[config.mk]
export PLATFORM = sky130hd
export DESIGN_NAME = pc_fetch_sequencer
export DESIGN_NICKNAME = d
export VERILOG_FILES = /design/src/rtl/pc_fetch_sequencer.sv
export SDC_FILE = /design/constraint.sdc
export NUM_CORES = 1
export LEC_CHECK = 0
export CORE_MARGIN = 2
export CORE_UTILIZATION = 45
export DETAILED_ROUTE_END_ITERATION = 8
export PLACE_DENSITY = 0.72
export SLEW_MARGIN = 20
export SYNTH_ARGS = -nofsm -noshare
export SYNTH_HDL_FRONTEND = slang
export SYNTH_SLANG_ARGS = --single-unit
[constraint.sdc]
create_clock -name clk -period 6 [get_ports clk]
set_input_delay 1.2 -clock clk [delete_from_list [all_inputs] [get_ports clk]]
set_output_delay 1.2 -clock clk [all_outputs]
set_load 0.005 [all_outputs]
[src/rtl/pc_fetch_sequencer.sv]
// Program-counter owner and fetch/execute sequencer: requests an instruction at pc,
// hands it to the datapath, then advances pc (sequential or branch) once execution is done.
module pc_fetch_sequencer #(
    parameter logic [31:0] RESET_PC = 32'h0000_0000,
    parameter int unsigned TIMEOUT  = 16
) (
    input  logic        clk,
    input  logic        reset,
    input  logic        start,
    input  logic        halt,
    output logic        imem_req,
    output logic [31:0] imem_addr,
    input  logic        imem_ack,
    input  logic [31:0] imem_rdata,
    output logic [31:0] instr,
    output logic        instr_valid,
    input  logic        exec_done,
    input  logic        branch,
    input  logic        uncondbranch,
    input  logic        zero,
    input  logic [31:0] sign_extend,
    output logic [31:0] pc,
    output logic [31:0] retired,
    output logic        busy,
    output logic        halted,
    output logic        err
);

    typedef enum logic [2:0] {
        S_IDLE,
        S_FETCH,
        S_EXEC,
        S_HALTED,
        S_ERR
    } state_t;

    state_t      state_q, state_d;
    logic [31:0] pc_q, pc_d;
    logic [31:0] instr_q, instr_d;
    logic [31:0] retired_q, retired_d;
    logic [31:0] wd_q, wd_d;
    logic        instr_valid_q, instr_valid_d;
    logic        halt_q, halt_d;
    logic        take;
    logic        wdExpired;

    assign take      = uncondbranch | (branch & zero);
    // The watchdog fires on the last allowed FETCH cycle; an ack in that same cycle still wins.
    assign wdExpired = (TIMEOUT != 0) && (wd_q == TIMEOUT - 32'd1);

    always_ff @(posedge clk) begin
        if (reset) begin
            state_q <= S_IDLE;
        end else begin
            state_q <= state_d;
        end
    end

    always_comb begin
        state_d = state_q;
        case (state_q)
            S_IDLE: begin
                if (start) begin
                    state_d = halt ? S_HALTED : S_FETCH;
                end
            end
            S_FETCH: begin
                if (imem_ack) begin
                    state_d = S_EXEC;
                end else if (wdExpired) begin
                    state_d = S_ERR;
                end
            end
            S_EXEC: begin
                if (exec_done) begin
                    state_d = (halt || halt_q) ? S_HALTED : S_FETCH;
                end
            end
            default: state_d = state_q;
        endcase
    end

    always_comb begin
        imem_req = (state_q == S_FETCH);
        busy     = (state_q == S_FETCH) || (state_q == S_EXEC);
        halted   = (state_q == S_HALTED);
        err      = (state_q == S_ERR);
    end

    always_comb begin
        pc_d          = pc_q;
        instr_d       = instr_q;
        retired_d     = retired_q;
        wd_d          = 32'd0;
        instr_valid_d = 1'b0;
        halt_d        = halt_q;
        if (busy && halt) begin
            halt_d = 1'b1;
        end
        if (state_q == S_FETCH) begin
            if (imem_ack) begin
                instr_d       = imem_rdata;
                instr_valid_d = 1'b1;
            end else if (TIMEOUT != 0) begin
                wd_d = wd_q + 32'd1;
            end
        end
        // Offsets are word counts; the shift and both sums wrap modulo 2^32 by design.
        if ((state_q == S_EXEC) && exec_done) begin
            pc_d      = take ? pc_q + (sign_extend << 2) : pc_q + 32'd4;
            retired_d = retired_q + 32'd1;
        end
    end

    always_ff @(posedge clk) begin
        if (reset) begin
            pc_q          <= RESET_PC;
            instr_q       <= 32'd0;
            retired_q     <= 32'd0;
            wd_q          <= 32'd0;
            instr_valid_q <= 1'b0;
            halt_q        <= 1'b0;
        end else begin
            pc_q          <= pc_d;
            instr_q       <= instr_d;
            retired_q     <= retired_d;
            wd_q          <= wd_d;
            instr_valid_q <= instr_valid_d;
            halt_q        <= halt_d;
        end
    end

    assign imem_addr   = pc_q;
    assign pc          = pc_q;
    assign instr       = instr_q;
    assign instr_valid = instr_valid_q;
    assign retired     = retired_q;

endmodule

==> Implementation_results.wiki <==
{| class="wikitable"
! Metric !! Value
|-
| Placement row count || 45
|-
| Number of enable-type register cells in the synthesized netlist || 0
|-
| Async set or reset register ratio after synthesis || 0%
|-
| CP Data Required Time || 6.33 ns
|-
| Number of hold-repair buffers added at the cts stage || 0
|-
| DRC viols || 0
|-
| Routed wirelength normalized by instance count || 14.20 um
|-
| Residual antenna-violating net count after detailed routing || 0
|-
| Die width || 129.8 um
|-
| Run status || completed
|-
| Global-route usage over all layers || 21.59%
|-
| Hold path cells || 2
|-
| Worst voltage drop across the vdd grid || 0.0002214 V
|-
| Slew Viols, Final || 0
|-
| Total wirelength of the detailed-routed design || 18150 um
|-
| Insertion delay of the later-clocked pin in the worst-skew pair || 0.42 ns
|-
| Number of antenna violations at the first check in global routing || 0
|-
| Path category of the worst min-delay check || reg2reg
|-
| Count of cell types in the netlist || 65
|-
| Setup violations, final || 0
|-
| Vias per cell || 5.140
|-
| Post-layout nets || 1159
|-
| Post CTS Setup Buffer Count || 0
|-
| Global-route wire length before repair || 29390 um
|-
| Layout filler cell count || 1398
|-
| Die H || 129.8 um
|-
| Final critical path time including I/O delays and setup || 4.428 ns
|-
| Tcrit/Tclk final || 73.81%
|-
| Number of H-tree levels || 4
|-
| Tightest Pin Transition || 1.053 ns
|-
| Placed Cells incl. Taps || 1246
|-
| Number of instances in the synthesized netlist || 902
|-
| Number of cells on the worst reg-to-reg path || 11
|-
| Die ar. || 16850 um2
|-
| Final total negative setup slack || 0 ns
|-
| Count of placed standard cells in the final layout, fillers left out || 1278
|-
| Category of the most critical setup path || in2reg
|-
| Mapped Avg Cell Area || 7.897 um2
|-
| Initial standard-cell utilization of the core || 46.51%
|-
| Leading cell types in the layout, fill and taps excluded || 198 x clkdlybuf4s50_1, 150 x nand2_1, 131 x dfxtp_1, 90 x nor2_1, 87 x a21oi_1
|-
| Layout-stage area growth over the synthesis result || 34.50%
|-
| Cell area after technology mapping || 7123 um2
|-
| Via count of the first global-routing pass || 6063
|-
| Number of vias in the routed layout || 6569
|-
| Final weighted congestion of routability-driven global placement || 0.8517
|-
| Clock skew after layout || 0.01772 ns
|-
| Antenna fix cells || 0
|-
| Clock-pin slew reported for the worst setup and hold paths after clock tree synthesis || 0.06 ns
|-
| Endpoint type of the worst setup path || flop
|-
| Clock tree from TritonCTS || done
|-
| TritonCTS sink count || 131
|-
| Unrepaired setup endpoints after global routing || no
|-
| Part of the Yosys area used for sequential elements || 36.82%
|-
| Leak || 3.594 nW
|-
| Biggest fanout along the worst timing path || 31
|-
| Most common cell after layout, fill and taps aside || clkdlybuf4s50_1
|-
| Fmax || 225.8 MHz
|-
| Clock tree buffer depth || 2
|-
| Root buffer selected by CTS || clkbuf_16
|-
| Overflow left after global routing || 0
|-
| Detailed-router iteration count before antenna repair || 4
|-
| Yosys warning total || 0
|-
| Worst slew margin || 29.81%
|-
| Count of instances resized after the clock tree is built || 0
|-
| Final hold violations || 0
|-
| Drt first-iter violations || 332
|-
| PwrDens || 271.6 nW/um2
|-
| Detailed-placement wirelength estimate || 12820 um
|-
| Largest net degree at the start of global routing || 85
|-
| Worst endpoint data arrival time || 4.76 ns
|-
| Number of max-capacitance violations reported || 0
|-
| Std-Cell Core Area || 15310 um2
|-
| Proportion of layout cells with a drive suffix above 1 || 4.780%
|-
| Total CTS buffers || 17
|-
| IO Count || 206
|-
| Port Buf Inserts || 199
|-
| Number of flip-flops and latches in the synthesized netlist || 131
|-
| Most frequently used flop master after synthesis || dfxtp_1
|-
| Category of the worst setup path launch point || input pin
|}
==> layout make-up <==
| cell class | instances | area (um2) | share of cell area, % |
|---|---|---|---|
| multi-input combinational | 688 | 4058 | 42.35 |
| inverter | 13 | 48.80 | 0.5093 |
| timing repair buffer | 203 | 2019 | 21.08 |
| clock buffer | 18 | 439.2 | 4.584 |
| tap | 211 | 264.0 | 2.756 |
| clock inverter | 14 | 128.9 | 1.345 |
| sequential | 131 | 2623 | 27.37 |
==> where the power goes <==
part           switching, W  internal [W]  leakage [nW]
clock network      0.000410      0.000585         0.267
logic              0.000302      0.000309          2.27
registers         0.0000612      0.000935          1.06
==> kinds of logic after synthesis <==
family | after synthesis | synth area share [%]
AOI/OAI and AO/OA | 181 | 15.79
buffers and inverters | 86 | 6.411
DFF | 131 | 36.82
other | 1 | 0.05265
muxes | 1 | 0.1405
xor gates and xnor gates | 67 | 8.238
adders and majority gates | 32 | 5.726
and+or+nand+nor | 403 | 26.82
==> stage by stage <==
stage / instance area, um2 / utilization (%) / hold WS (ns) / setup slack (ns) / power (W)
2_1_floorplan: 7134 / - / 0.4262 / 2.174 / 0.001361
3_3_place_gp: 9010 / 58.83 / 0.4411 / 1.177 / 0.001620
3_5_place_dp: 9010 / 58.83 / 0.4455 / 1.117 / 0.001625
4_1_cts: 9578 / 62.54 / 0.4530 / 1.564 / 0.002626
5_1_grt: 9580 / 62.56 / 0.4690 / 1.275 / 0.002742
6_report: 9580 / 62.56 / 0.4519 / 1.572 / 0.002602
==> synthesized netlist by cell type (18+ instances only) <==
library cell,instances,area share [%]
a21oi_1,87,6.1
and3_1,21,1.8
o21ai_0,20,1.4
nand2_1,151,8.0
xnor2_1,23,2.8
dfxtp_1,131,37
clkbuf_1,34,1.8
buf_4,34,3.6
and2_1,34,3.0
nand3_1,37,2.6
a21o_1,18,1.9
nor2_1,90,4.7
ha_1,31,5.4
xor2_1,44,5.4
==> state kept, by name, summed over array words and instances (netlist names) <==
register     count
wd_q            32
imem_addr       30
retired         32
instr_valid      1
halt_q           1
state_q          3
instr           32
==> routing by layer <==
layer	routed length, um	vias up	track usage (%)
li1	-	3387	-
met1	8364	3008	28.19
met2	8652	158	35.54
met3	876	16	5.002
met4	253	0	6.768
met5	0	-	0
==> worst max-delay path, cell delays in order <==
cell	delay, ns
clkdlybuf4s50_1	0.45
a21o_1	0.65
nand2_1	0.22
fa_1	0.47
and2b_1	0.21
o21ai_1	0.09
a21oi_2	0.21
o21ai_1	0.18
a21oi_4	0.21
a31oi_2	0.15
or4b_1	0.53
a31oi_1	0.16
==> worst paths after layout <==
check	start	endpoint	slack [ns]
hold reg to reg	instr[13]	instr[13]	0.45
hold / removal	instr[13]	instr[13]	0.45
setup / recovery	branch	imem_addr[28]	1.57
setup reg to reg	imem_addr[2]	imem_addr[28]	3.12
Power figures use the tool's default switching activity.
